<file path="src/rtl/vm_pkg.sv">
// Shared definitions for the vending-machine order controller.
// Holds the mode encoding (also the value driven on the mode output) and
// the active-low one-cold front-panel switch codes.
package vm_pkg;

    typedef enum logic [2:0] {
        MODE_IDLE   = 3'b000,
        MODE_SELECT = 3'b001,
        MODE_QTY    = 3'b010,
        MODE_ADD    = 3'b011,
        MODE_LOCK   = 3'b100
    } mode_e;

    localparam logic [3:0] SW_IDLE = 4'b0111;
    localparam logic [3:0] SW_SEL  = 4'b1011;
    localparam logic [3:0] SW_QTY  = 4'b1101;
    localparam logic [3:0] SW_ADD  = 4'b1110;
    localparam logic [3:0] SW_NONE = 4'b1111;

    // One decoded key press; at most one field is set in any cycle.
    typedef struct packed {
        logic idle;
        logic sel;
        logic qty;
        logic add;
    } press_t;

endpackage

</file>
<file path="src/rtl/vm_sw_press.sv">
// Front-panel switch conditioning: two-flop synchroniser, history register
// and press decoder.
// Ports:
//   clk, rst_n         clock, asynchronous active-low reset
//   switches           raw active-low one-cold keys, asynchronous to clk
//   press_idle/sel/qty/add  one-cycle pulses, one per accepted key press
module vm_sw_press
    import vm_pkg::*;
(
    input  logic       clk,
    input  logic       rst_n,
    input  logic [3:0] switches,
    output logic       press_idle,
    output logic       press_sel,
    output logic       press_qty,
    output logic       press_add
);

    logic [3:0] sync1_q, sync2_q, hist_q;
    logic       armed;

    always_ff @(posedge clk or negedge rst_n) begin
        if (!rst_n) begin
            sync1_q <= SW_NONE;
            sync2_q <= SW_NONE;
            hist_q  <= SW_NONE;
        end else begin
            sync1_q <= switches;
            sync2_q <= sync1_q;
            hist_q  <= sync2_q;
        end
    end

    // A press counts only on the first cycle of a legal code that follows a
    // full release; held keys and key-to-key slides never re-arm.
    assign armed      = (hist_q == SW_NONE);
    assign press_idle = armed && (sync2_q == SW_IDLE);
    assign press_sel  = armed && (sync2_q == SW_SEL);
    assign press_qty  = armed && (sync2_q == SW_QTY);
    assign press_add  = armed && (sync2_q == SW_ADD);

endmodule

</file>
<file path="src/rtl/vm_order_ctrl.sv">
// Vending-machine order controller: mode FSM, item cursor, quantity counter
// and saturating cart accumulator. Price lookup is external (cn_now out,
// item_price back in the same cycle).
// Ports:
//   clk, rst_n            clock, asynchronous active-low reset
//   switches              raw active-low one-cold mode keys
//   fix                   lock request, taken with an ADD key press
//   sel_up/sel_dn         cursor step strobes (SELECT only)
//   qty_up/qty_dn         quantity step strobes (QTY only)
//   item_price            price of cn_now
//   cn_now, qty_now       cursor and quantity
//   total_sum, sum_ovf    cart total and sticky saturation flag
//   mode                  FSM state
//   add_ack               high for the single ADD cycle
module vm_order_ctrl
    import vm_pkg::*;
#(
    parameter int N_ITEMS = 1024,
    parameter int QTY_W   = 7,
    parameter int QTY_MAX = 99,
    parameter int PRICE_W = 17,
    parameter int SUM_W   = 17,
    localparam int CN_W   = $clog2(N_ITEMS)
) (
    input  logic               clk,
    input  logic               rst_n,
    input  logic [3:0]         switches,
    input  logic               fix,
    input  logic               sel_up,
    input  logic               sel_dn,
    input  logic               qty_up,
    input  logic               qty_dn,
    input  logic [PRICE_W-1:0] item_price,
    output logic [CN_W-1:0]    cn_now,
    output logic [QTY_W-1:0]   qty_now,
    output logic [SUM_W-1:0]   total_sum,
    output logic [2:0]         mode,
    output logic               sum_ovf,
    output logic               add_ack
);

    localparam int PROD_W = PRICE_W + QTY_W;
    localparam int ACC_W  = ((SUM_W > PROD_W) ? SUM_W : PROD_W) + 1;

    localparam logic [CN_W-1:0]  CN_LAST = CN_W'(N_ITEMS - 1);
    localparam logic [QTY_W-1:0] Q_MAX   = QTY_W'(QTY_MAX);
    localparam logic [SUM_W-1:0] SUM_MAX = '1;

    mode_e             mode_q, mode_d;
    logic [CN_W-1:0]   cn_q, cn_d;
    logic [QTY_W-1:0]  qty_q, qty_d;
    logic [SUM_W-1:0]  sum_q, sum_d;
    logic              ovf_q, ovf_d;
    press_t            pend_q, pend_d;
    logic              pend_fix_q, pend_fix_d;

    press_t            live, eff;
    logic              eff_fix;
    logic [PROD_W-1:0] prod;
    logic [ACC_W-1:0]  acc;
    logic              acc_over;

    vm_sw_press u_sw (
        .clk        (clk),
        .rst_n      (rst_n),
        .switches   (switches),
        .press_idle (live.idle),
        .press_sel  (live.sel),
        .press_qty  (live.qty),
        .press_add  (live.add)
    );

    // Presses seen during the ADD cycle are parked and replayed next cycle.
    always_comb begin
        pend_d     = '0;
        pend_fix_d = 1'b0;
        eff        = '0;
        eff_fix    = fix;
        if (mode_q == MODE_ADD) begin
            pend_d     = live;
            pend_fix_d = fix;
        end else if (|pend_q) begin
            eff     = pend_q;
            eff_fix = pend_fix_q;
        end else begin
            eff = live;
        end
    end

    assign prod     = PROD_W'(item_price) * PROD_W'(qty_q);
    assign acc      = ACC_W'(sum_q) + ACC_W'(prod);
    assign acc_over = (acc > ACC_W'(SUM_MAX));

    always_comb begin
        mode_d = mode_q;
        cn_d   = cn_q;
        qty_d  = qty_q;
        sum_d  = sum_q;
        ovf_d  = ovf_q;

        unique case (mode_q)
            MODE_LOCK: begin
                if (eff.idle) mode_d = MODE_IDLE;
            end
            MODE_ADD: begin
                mode_d = MODE_QTY;
                qty_d  = '0;
                if (acc_over) begin
                    sum_d = SUM_MAX;
                    ovf_d = 1'b1;
                end else begin
                    sum_d = acc[SUM_W-1:0];
                end
            end
            default: begin
                if (eff.idle)      mode_d = MODE_IDLE;
                else if (eff.sel)  mode_d = MODE_SELECT;
                else if (eff.qty)  mode_d = MODE_QTY;
                else if (eff.add)  mode_d = eff_fix ? MODE_LOCK : MODE_ADD;

                if (mode_q == MODE_IDLE) begin
                    cn_d  = '0;
                    qty_d = '0;
                    sum_d = '0;
                    ovf_d = 1'b0;
                end

                if (mode_q == MODE_SELECT && (sel_up ^ sel_dn)) begin
                    if (sel_up) cn_d = (cn_q == CN_LAST) ? '0 : cn_q + 1'b1;
                    else        cn_d = (cn_q == '0) ? CN_LAST : cn_q - 1'b1;
                end

                if (mode_q == MODE_QTY && (qty_up ^ qty_dn)) begin
                    if (qty_up) qty_d = (qty_q >= Q_MAX) ? Q_MAX : qty_q + 1'b1;
                    else        qty_d = (qty_q == '0) ? '0 : qty_q - 1'b1;
                end
            end
        endcase
    end

    always_ff @(posedge clk or negedge rst_n) begin
        if (!rst_n) begin
            mode_q     <= MODE_IDLE;
            cn_q       <= '0;
            qty_q      <= '0;
            sum_q      <= '0;
            ovf_q      <= 1'b0;
            pend_q     <= '0;
            pend_fix_q <= 1'b0;
        end else begin
            mode_q     <= mode_d;
            cn_q       <= cn_d;
            qty_q      <= qty_d;
            sum_q      <= sum_d;
            ovf_q      <= ovf_d;
            pend_q     <= pend_d;
            pend_fix_q <= pend_fix_d;
        end
    end

    assign cn_now    = cn_q;
    assign qty_now   = qty_q;
    assign total_sum = sum_q;
    assign sum_ovf   = ovf_q;
    assign mode      = mode_q;
    assign add_ack   = (mode_q == MODE_ADD);

endmodule
</file>
<file path="config.mk">
export PLATFORM = sky130hd
export DESIGN_NAME = vm_order_ctrl
export DESIGN_NICKNAME = d
export VERILOG_FILES = /design/src/rtl/vm_pkg.sv /design/src/rtl/vm_sw_press.sv /design/src/rtl/vm_order_ctrl.sv
export SDC_FILE = /design/constraint.sdc
export NUM_CORES = 1
export LEC_CHECK = 0
export ABC_AREA = 1
export CORE_UTILIZATION = 61
export CTS_BUF_LIST = sky130_fd_sc_hd__clkbuf_4
export DETAILED_ROUTE_END_ITERATION = 10
export HOLD_SLACK_MARGIN = 0.12
export PLACE_DENSITY_LB_ADDON = 0.25
export SYNTH_ARGS = -nofsm -noshare
export SYNTH_HDL_FRONTEND = slang
export SYNTH_SLANG_ARGS = --single-unit
</file>
<file path="constraint.sdc">
create_clock -name clk -period 6.6 [get_ports clk]
set_input_delay 1.98 -clock clk [delete_from_list [all_inputs] [get_ports clk]]
set_output_delay 1.98 -clock clk [all_outputs]
set_load 0.005 [all_outputs]
</file>
## Yosys cells after proc, flatten, opt, wreduce, memory -nomap -nowiden

Cells that the tools add are included.

- Add/subtract/negate cells: 5
- Mux-type cells: 30
- Bitwise gates (word level): 4
- Eq/ne operators: 12
- Reduce and logical (&&, ||, !) cells: 20
- Magnitude comparators: 2
- $mul: 1

Operators by type and width:

| operator | number |
|---|---|
| 10-bit 2-to-1 mux | 5 |
| 7-bit 2-to-1 mux | 5 |
| 17-bit 2-to-1 mux | 2 |
| 17-bit case mux with 2 select lines | 1 |
| 17-bit by 24-bit adder with 25-bit output | 1 |
| 25-bit by 17-bit greater-than comparator with 1-bit output (second input constant) | 1 |
| 17-bit by 7-bit multiplier with 24-bit output | 1 |
| 3-bit 2-to-1 mux | 6 |
| 4-bit equality test (second input constant) | 4 |
| 7-bit case mux with 2 select lines | 1 |
| 4-bit 2-to-1 mux | 3 |
| 10-bit by 1-bit adder with 10-bit output (second input constant) | 1 |
| 10-bit equality test (second input constant) | 1 |
| 10-bit zero test | 1 |
| 10-bit by 1-bit subtractor with 10-bit output (second input constant) | 1 |
| 2-bit AND reduction | 4 |
| 7-bit by 1-bit adder with 7-bit output (second input constant) | 1 |
| 7-bit greater-or-equal comparator (second input constant) | 1 |
| 7-bit zero test | 1 |
| 7-bit by 1-bit subtractor with 7-bit output (second input constant) | 1 |
| 3-bit by 2-bit equality test with 1-bit output (second input constant) | 2 |
| 1-bit logical AND | 6 |
| 3-bit case mux with 2 select lines | 1 |
| 1-bit 2-to-1 mux | 5 |
| 15 further kinds | 18 |

- Logic and storage cells: 87
- Input bits: 28
- Flip-flop bits (word level): 55
- Output and inout bits: 39

## Depth between registers and ports, before layout

Gate-level depths: netlist of the first run.

- Word-level depth: 9
- Mapped depth: 30
- Depth with buffers taken out: 27

## By module

A second synthesis of the first run with hierarchy kept.

- Cell total of the unflattened synthesis: 1102
- Area, all modules: 7793.7 um^2

Modules (own cells, without submodules):

| module | times used | sequential area each (um^2) | area each (um^2) | cells each |
|---|---|---|---|---|
| vm_order_ctrl | 1 | 1076.0 | 7384.6 | 1065 |
| vm_sw_press | 1 | 315.3 | 409.1 | 37 |

## Worst setup path after synthesis of the first run

Ideal clock, no wire load.

- Path type: in2reg
- From: in item_price[11]
- To: reg sum_q[15], in the netlist total_sum[15]
- Path buffers: 1
- Setup time: 0.122 ns
- Slack: 0.705 ns
- Required time: 6.478 ns
- Data arrival time: 5.773 ns
- Cell stages on the path: 25
- Cell sequence: nand2_1 -> inv_1 -> fa_1 -> inv_1 -> fa_1 -> inv_1 -> fa_1 -> inv_1 -> fa_1 -> inv_1 -> ha_1 -> nand2_1 -> nor2_1 -> nand2_1 -> nor2_1 -> nand2_1 -> nand3_1 -> nand2_1 -> nand2_1 -> nand2_1 -> nor2_1 -> nand2_1 -> nand2_4 -> buf_6 -> nand2_1

- Longest elaborated chain between the ends: 5

RTL lines:

| element | RTL line | RTL |
|---|---|---|
| start: declaration | vm_order_ctrl.sv:33 | `input logic [PRICE_W-1:0] item_price,` |
| 17-bit by 7-bit multiplier with 24-bit output (*) | vm_order_ctrl.sv:90 | `assign prod = PROD_W'(item_price) * PROD_W'(qty_q);` |
| 17-bit by 24-bit adder with 25-bit output (*) | vm_order_ctrl.sv:91 | `assign acc = ACC_W'(sum_q) + ACC_W'(prod);` |
| 25-bit by 17-bit greater-than comparator with 1-bit output | vm_order_ctrl.sv:92 | `assign acc_over = (acc > ACC_W'(SUM_MAX));` |
| 17-bit 2-to-1 mux (*) | vm_order_ctrl.sv:108 | `if (acc_over) begin` |
| 17-bit case mux with 2 select lines (*) | vm_order_ctrl.sv:101 | `unique case (mode_q)` |
| end signal: assignment | vm_order_ctrl.sv:154 | `sum_q <= sum_d;` |
| end: declaration | vm_order_ctrl.sv:52 | `logic [SUM_W-1:0] sum_q, sum_d;` |

Every way passes the cells marked *; elsewhere a longest branch is shown, timed or not.
A chain may end at the register's enable or synchronous reset.

## Worst setup path in the final report of the first run

- From: in item_price[0]
- To: reg ovf_q, in the netlist sum_ovf

- Longest elaborated chain between the ends: 5

RTL lines:

| element | RTL line | RTL |
|---|---|---|
| 17-bit by 7-bit multiplier with 24-bit output | vm_order_ctrl.sv:90 |  |
| 17-bit by 24-bit adder with 25-bit output | vm_order_ctrl.sv:91 |  |
| 25-bit by 17-bit greater-than comparator with 1-bit output | vm_order_ctrl.sv:92 |  |
| 2-bit by 1-bit != test with 1-bit output (no line) | - |  |
| 3-bit AND reduction (no line) | - |  |
| end signal: assignment | vm_order_ctrl.sv:155 | `ovf_q <= ovf_d;` |
| end: declaration | vm_order_ctrl.sv:53 | `logic ovf_q, ovf_d;` |

No other way between the ends.

==> results of run 1 <==
[routing by layer]
metal | share of wire [%] | vias up | wire, um | GRT usage (%)
met5 | 0 | - | 0 | 0
met4 | 0.91 | 0 | 167 | 5.974
met3 | 6.5 | 15 | 1190 | 3.690
met2 | 45 | 242 | 8303 | 48.16
met1 | 48 | 3276 | 8780 | 46.27
li1 | - | 3466 | - | -
[power by group]
part           total, W  switching, W  leakage [nW]  internal [W]
logic           0.00359       0.00208          4.58       0.00151
registers      0.000658      0.000231         0.703      0.000427
clock network  0.000170      0.000123        0.0381     0.0000473
[cell type report]
cell class | instances | share of cell area, %
Clock inverter | 3 | 0.3206
Multi-Input combinational cell | 721 | 57.48
Inverter | 310 | 12.96
Sequential cell | 55 | 15.50
Tap cell | 168 | 2.341
Clock buffer | 5 | 0.4181
Timing Repair Buffer | 106 | 10.98
[cells in the mapped netlist, drive strengths merged, types with 2 or more instances]
cell type  number  area share, %
nor3           14           0.90
nand3b          3           0.29
nand3          42            2.8
o21ai          35            2.3
a22oi           2           0.19
nand4          10           0.81
or2             4           0.32
a21oi          29            1.9
ha             53            8.5
nor2           54            2.6
dfstp          12            4.1
xor2           14            1.6
a31oi           6           0.48
o311ai          2           0.23
dfrtp          43             14
fa             91             23
nand2         321             16
buf             7           0.45
inv           309             15
a22o            4           0.45
nor4            4           0.32
xnor2          10            1.1
clkbuf         16           0.90
o22ai          12           0.97
[cells by family (layout without fill, tap and decap cells)]
family	after synthesis	after routing	share of synthesized area, %
compound gates	97	97	7.221
flops	55	55	17.92
xor+xnor	24	24	2.708
simple gates	453	456	23.79
fa+ha+maj	144	144	32.01
buf+inv	333	424	16.34
[path summary, 6_finish.rpt]
path                                   endpoint            start  slack [ps]  cells after the start
worst max-delay path                    sum_ovf    item_price[0]         290                     24
worst min-delay path            u_sw.sync2_q[3]  u_sw.sync1_q[3]         370                      0
worst max register to register          sum_ovf       qty_now[3]        1220                     23
worst min register to register  u_sw.sync2_q[3]  u_sw.sync1_q[3]         370                      0
max in group asynchronous             pend_q[0]            rst_n        4470                      2
min in group asynchronous            qty_now[2]            rst_n        1670                      2
[cell usage in the layout, fill, tap and decap left out, types with 5 or more instances in the layout]
master           count
nor2_2               6
nor2_1              48
clkbuf_4             5
a31oi_1              6
inv_1              309
nand3_1             41
buf_4               40
xor2_1              14
nor3_1              14
clkdlybuf4s50_1     53
ha_1                53
o22ai_1             12
a21oi_1             28
fa_1                91
xnor2_1             10
nand4_1             10
o21ai_0             35
dlymetal6s2s_1      12
nand2_1            316
dfstp_2             12
dfrtp_1             43
[what timing repair did]
action                     4_1_cts  5_1_grt
setup endpoints to repair        0       18
resized for setup                0       24
hold buffers                     0        0
buffers inserted                 0        0
[metrics by stage]
step                setup slack [ps]  area (um2)  util, %
finish                         291.5        8977    73.51
global route                   51.19        8977    73.51
CTS                            149.8        8890    72.80
detailed placement            -256.7        8823    72.25
global placement              -223.4        8823    72.25
floorplan                      705.3        7762        -
[flip-flops by register name, summed over array words and instances, names as in the netlist]
name and count:
pend_fix_q 1, mode 3, sum_ovf 1, qty_now 7
pend_q 4, u_sw.sync2_q 4, total_sum 17, u_sw.hist_q 4
u_sw.sync1_q 4, cn_now 10
==> results_dict.tcl, run 1 <==
set metrics [dict create \
    synth_cell_type_count 40 \
    syn-cell-area_um2 7762 \
    hpwlAfterDp_um 14670 \
    report.power.total_w 0.004416 \
    nFillCells 1034 \
    multi_input_area_um2 5160 \
    crit_fanout 5 \
    io_buffers 66 \
    power_density_nw_per_um2 491.9 \
    row_count 40 \
    viasPerCell 5.116 \
    antenna_found_initial 0 \
    max_freq_mhz 158.5 \
    synth_edf_count 0 \
    critical_path_buf_inv_count 5 \
    drcViolationCount 0 \
    vias 6999 \
    period_needed_ps 6308 \
    finalSetupTns_ps 0 \
    clock_latency_ps 410 \
    setup_violations 0 \
    place.gp.congestion 0.9643 \
    firstDrtPassIters 5 \
    slowest_delay_ps 560 \
    slew_headroom_pct 33.64 \
    ys_seq_area_share_pct 17.92 \
    grt_pass1_wl_um 31860 \
    maxCapViolCount 0 \
    vdd_drop_max_mv 0.3465 \
    cts-root-buf "clkbuf_4" \
    end_kind "flop" \
    htreeDepth 2 \
    syn_inst 1106 \
    route.antenna.remaining_nets 0 \
    cp_data_required_time_ps 6900 \
    placed_cells 1357 \
    final_cell_count_no_fill 1368 \
    critPathTopFamily "adder cells" \
    die_w_um 114.8 \
    wl_per_cell_um 13.48 \
    crit_arrival_ps 6610 \
    hold_class "reg2reg" \
    crit_path_cell_trace "clkdlybuf4s50_1, nand2_1, fa_1, fa_1, inv_1, fa_1, inv_1, fa_1, inv_1, ha_1, nand2_1, inv_1, nand2_1, nand3_2, nand2_1, nand2_1, nand2_1, nand3_1, nand2_1, nand2_1, nor2_1, nand2_4, nand2_4, nand2_1" \
    worst_path_max_delay_cell "fa_1" \
    cpMostUsedCell "nand2_1" \
    synth_nets 1278 \
    crit_type "in2reg" \
    async_flop_share_pct 100.0 \
    avgSynthCellArea_um2 7.018 \
    leakage_nw 5.318 \
    outcome "complete, no violations" \
    diodes 0 \
    yosys_warnings 0 \
    final_nets 1371 \
    finClkSkew_ps 27.94 \
    finalWirelength_um 18440 \
    path_clk_slew_ps 180 \
    initial_core_util_pct 63.57 \
    crit_path_start_kind "input port" \
    die-area_um2 13180 \
    grt_pass1_vias 6779 \
    tightest_slew_ps 995.4 \
    die_y_um 114.8 \
    fin_crit_sh_pct 95.58 \
    synth_ff_type "dfrtp_1" \
    cts.sinks 55 \
    final-hold-violation-count 0 \
    numCtsBuffers 5 \
    ios 67 \
    dr.first_iter.drc_count 512 \
    core_area_um2 12210 \
    regArea_um2 1391 \
    timing.hold.ws_ps 369.5 \
    clockBufferDepth 2 \
    grt_overflow 0 \
    syn2layout_area_growth_pct 15.65 \
    grt_max_degree 56 \
    synth-seq-cells 55 \
    grt_usage_pct 30.68 \
    grt_setup_unrepaired "false" \
    maxSlewViolCount 0 \
    cts_tree "yes" \
    drive_gt1_share_pct 6.917 \
]
No activity file was read; power rests on OpenSTA's default activity.
==> run 2, diff against run 1 <==
CTS_CLUSTER_SIZE = 14   (was default)
clock period = 7.15 ns   (was 6.6 ns; I/O delays follow)
==> results_dict.tcl, run 2 (synthesis results as in run 1) <==
set metrics [dict create \
    finalSetupTns_ps 0 \
    drive_gt1_share_pct 3.098 \
    die_w_um 114.8 \
    outcome "complete, no violations" \
    power_density_nw_per_um2 424.0 \
    worst_path_max_delay_cell "clkdlybuf4s50_1" \
    post_cts_buffers 0 \
    io_buffers 66 \
    slowest_delay_ps 660 \
    place.gp.congestion 0.9083 \
    final_cell_count_no_fill 1330 \
    period_needed_ps 6747 \
    largest_reg_flops 17 \
    maxCapViolCount 0 \
    grt_pass1_wl_um 30680 \
    post_cts_resize_count 0 \
    crit_fanout 18 \
    placed_cells 1322 \
    final-hold-violation-count 0 \
    crit_arrival_ps 7030 \
    hold_class "reg2reg" \
    wl_per_cell_um 13.33 \
    die-area_um2 13180 \
    row_count 40 \
    final_nets 1333 \
    syn2layout_area_growth_pct 11.20 \
    grt_pass1_vias 6442 \
    critPathTopFamily "adder cells" \
    grt_usage_pct 29.60 \
    end_kind "flop" \
    cts_tree "yes" \
    vias 6785 \
    antenna_found_initial 0 \
    finalWirelength_um 17730 \
    maxSlewViolCount 0 \
    numCtsBuffers 5 \
    crit_path_cell_trace "clkdlybuf4s50_1, nand2_1, fa_1, inv_1, fa_1, fa_1, inv_1, fa_1, inv_1, ha_1, nand2_1, nor2_2, nand3_1, nand3_1, nand2_1, nand3_1, nand2_1, inv_1, nand2_1, nor2_1, nand2_1, nand2_4, nand2_1" \
    cts.sinks 55 \
    route.antenna.remaining_nets 0 \
    diodes 0 \
    clock_latency_ps 410 \
    ios 67 \
    tightest_slew_ps 932.0 \
    viasPerCell 5.102 \
    cts-root-buf "clkbuf_4" \
    finClkSkew_ps 32.95 \
    vdd_drop_max_mv 0.1972 \
    final_cell_mix "319 x nand2_1, 309 x inv_1, 91 x fa_1" \
    dr.first_iter.drc_count 476 \
    slew_headroom_pct 37.87 \
    die_y_um 114.8 \
    cp_data_required_time_ps 7430 \
    clockBufferDepth 2 \
    fin_crit_sh_pct 94.36 \
    critical_path_buf_inv_count 5 \
    crit_type "in2reg" \
    crit_path_start_kind "input port" \
    path_clk_slew_ps 170 \
    htreeDepth 2 \
    grt_overflow 0 \
    max_freq_mhz 148.2 \
    cpMostUsedCell "nand2_1" \
    setup_violations 0 \
    final_common_cell "nand2_1" \
    cts-hold-fix-buffers 0 \
    core_area_um2 12210 \
    firstDrtPassIters 5 \
    hpwlAfterDp_um 14430 \
    grt_setup_unrepaired "false" \
    drcViolationCount 0 \
    initial_core_util_pct 63.57 \
    leakage_nw 5.015 \
    grt_max_degree 56 \
]
==> run 2: metal layers <==
layer	vias to the layer above	GRT usage (%)	share of wire (%)
li1	3392	-	-
met1	3132	44.74	48
met2	236	46.14	44
met3	25	4.481	7.0
met4	0	4.762	0.94
met5	-	0	0
==> run 2: worst reg2reg max path, stage by stage, from the launching register on <==
cell	delay, ps
dfrtp_1	990
nand2_1	200
fa_1	580
inv_1	50
fa_1	490
fa_1	580
inv_1	80
fa_1	540
inv_1	40
ha_1	350
nand2_1	130
nor2_2	180
nand3_1	100
nand3_1	160
nand2_1	100
nand3_1	80
nand2_1	50
inv_1	40
nand2_1	60
nor2_1	90
nand2_1	90
nand2_4	210
nand2_1	90
==> run 2: layout make-up <==
class | count | area [um2]
clock inverter | 3 | 33.78
tap | 168 | 210.2
sequential | 55 | 1391
multi-input combinational | 718 | 5102
clock buffer | 5 | 37.54
inverter | 310 | 1164
timing repair buffer | 71 | 693.2
fill | 1080 | 3580
==> run 2: metrics by stage <==
step | utilization (%) | power, W | setup slack, ps | area [um2] | hold slack, ps
after detailed placement | 70.10 | 0.003448 | 57.92 | 8561 | 350.6
after global placement | 70.10 | 0.003383 | 67.25 | 8561 | 345.6
after global routing | 70.69 | 0.004170 | 111.9 | 8632 | 375.8
final | 70.69 | 0.003660 | 403.0 | 8632 | 370.7
after CTS | 70.69 | 0.003652 | 463.3 | 8632 | 373.0
after floorplan | - | 0.002701 | 1090 | 7762 | 345.2
==> run 2: where the power goes <==
group	switching (W)	leakage (nW)	internal [W]
Clock	0.000113	0.0390	0.0000440
Combinational	0.00176	4.27	0.00115
Sequential	0.000198	0.703	0.000395
Total	0.00207	5.01	0.00159
==> run 2: worst paths after layout <==
path,startpoint,end,slack [ps],cells past startpoint
max reg2reg,qty_now[3],total_sum[5],1760,22
max,item_price[4],total_sum[5],400,23
min reg2reg,u_sw.sync1_q[0],u_sw.sync2_q[0],370,0
min,u_sw.sync1_q[0],u_sw.sync2_q[0],370,0
min in group asynchronous,rst_n,cn_now[3],1830,2
max in group asynchronous,rst_n,cn_now[0],4850,2
==> run 3, diff against run 2 <==
GPL_ROUTABILITY_DRIVEN = 0   (was default)
PLACE_DENSITY = 0.84   (was default)
PLACE_DENSITY_LB_ADDON = default   (was 0.25)
==> results_dict.tcl, run 3 (synthesis results as in run 1) <==
set metrics [dict create \
    setup_violations 0 \
    cts-hold-fix-buffers 0 \
    crit_fanout 18 \
    drcViolationCount 0 \
    outcome "complete, no violations" \
    vias 6916 \
    crit_type "in2reg" \
    finalSetupTns_ps 0 \
    die_w_um 114.8 \
    diodes 0 \
    final_nets 1333 \
    regArea_um2 1391 \
    hpwlAfterDp_um 14500 \
    leakage_nw 5.013 \
    busiest_layer "met2" \
    dr.first_iter.drc_count 544 \
    maxSlewViolCount 0 \
    initial_core_util_pct 63.57 \
    grt_overflow 0 \
    use_met1_pct 44.58 \
    clockBufferDepth 2 \
    numCtsBuffers 5 \
    tightest_slew_ps 1113 \
    die_y_um 114.8 \
    path_clk_slew_ps 180 \
    post_cts_resize_count 0 \
    post_cts_buffers 0 \
    route.antenna.remaining_nets 0 \
    die-area_um2 13180 \
    drive_gt1_share_pct 3.098 \
    nFillCells 1071 \
    final-hold-violation-count 0 \
    vdd_drop_max_mv 0.2070 \
    crit_path_start_kind "input port" \
    hold_class "reg2reg" \
    syn2layout_area_growth_pct 11.11 \
    end_kind "flop" \
    largest_reg_flops 17 \
    multi_input_area_um2 5102 \
    firstDrtPassIters 6 \
    viasPerCell 5.200 \
    grt_usage_pct 30.04 \
    io_buffers 66 \
    cp_data_required_time_ps 7440 \
    ios 67 \
    power_density_nw_per_um2 425.3 \
    max_freq_mhz 147.5 \
    row_count 40 \
    crit_arrival_ps 7070 \
    cts.sinks 55 \
    fin_crit_sh_pct 94.85 \
    core_area_um2 12210 \
    clock_latency_ps 420 \
    final_common_cell "nand2_1" \
    wl_per_cell_um 13.64 \
    grt_max_degree 56 \
    grt_setup_unrepaired "false" \
    htreeDepth 2 \
    final_cell_mix "319 x nand2_1, 309 x inv_1, 91 x fa_1" \
    grtUsageMet3_pct 3.426 \
    grt_pass1_vias 6741 \
    finClkSkew_ps 29.71 \
    cts_tree "yes" \
    antenna_found_initial 0 \
    timing.hold.ws_ps 368.7 \
    slew_headroom_pct 25.78 \
    finalWirelength_um 18140 \
    grt_pass1_wl_um 31350 \
    cts-root-buf "clkbuf_4" \
    maxCapViolCount 0 \
    use_met2_pct 48.00 \
    period_needed_ps 6782 \
]
## run 3: cell counts in the layout (fill, tap and decap cells not counted)
Identical to the previous run, type by type.
## run 3: layout make-up
type                            instances  share of cell area, %
Clock buffer                            5                 0.4352
Clock inverter                          3                 0.3047
Inverter                              310                  13.49
Multi-Input combinational cell        718                  59.16
Sequential cell                        55                  16.13
Tap cell                              168                  2.437
Timing Repair Buffer                   71                  8.037
## run 3: layer usage
layer	wire (um)	share of wire (%)
met1	8422	46
met5	0	0
met4	178	0.98
met2	8285	46
met3	1256	6.9
## run 3: power breakdown
group | internal [W] | switching, W
clock network | 0.0000420 | 0.000115
logic | 0.00114 | 0.00176
registers | 0.000394 | 0.000215
total | 0.00158 | 0.00209
## run 3: path summary, 6_finish.rpt
path	end	cells after the start	slack [ps]	start
max	total_sum[6]	26	370	item_price[6]
min	u_sw.sync2_q[0]	0	370	u_sw.sync1_q[0]
max reg2reg	total_sum[6]	22	1590	qty_now[2]
min reg2reg	u_sw.sync2_q[0]	0	370	u_sw.sync1_q[0]
max in group asynchronous	cn_now[0]	2	4840	rst_n
min in group asynchronous	cn_now[4]	2	1820	rst_n
## run 3: worst max-delay path, cell delays in order
cell             delay [ps]
clkdlybuf4s50_1         670
nand2_1                 150
fa_1                    590
inv_1                    50
fa_1                    480
fa_1                    550
inv_1                    60
fa_1                    540
inv_1                    50
ha_1                    340
nand2_1                 190
inv_1                    60
nand2_1                  70
nand2_1                  60
inv_1                    50
nand3_1                 170
nand2_1                 130
nand2_1                  60
nand2_1                  50
nand2_1                  40
inv_1                    50
nand2_1                  50
nor2_1                   80
nand2_1                  90
nand2_4                 200
nand2_1                  90
## run 3: stage by stage
step	util, %	instances	instance area (um2)	total power [W]	setup WS [ps]
floorplan	-	1106	7762	0.002701	1090
global placement	70.10	1322	8561	0.003383	119.3
detailed placement	70.10	1322	8561	0.003456	24.43
CTS	70.63	1330	8625	0.003646	442.0
global route	70.63	1330	8625	0.004144	103.9
finish	70.63	1330	8625	0.003668	368.1
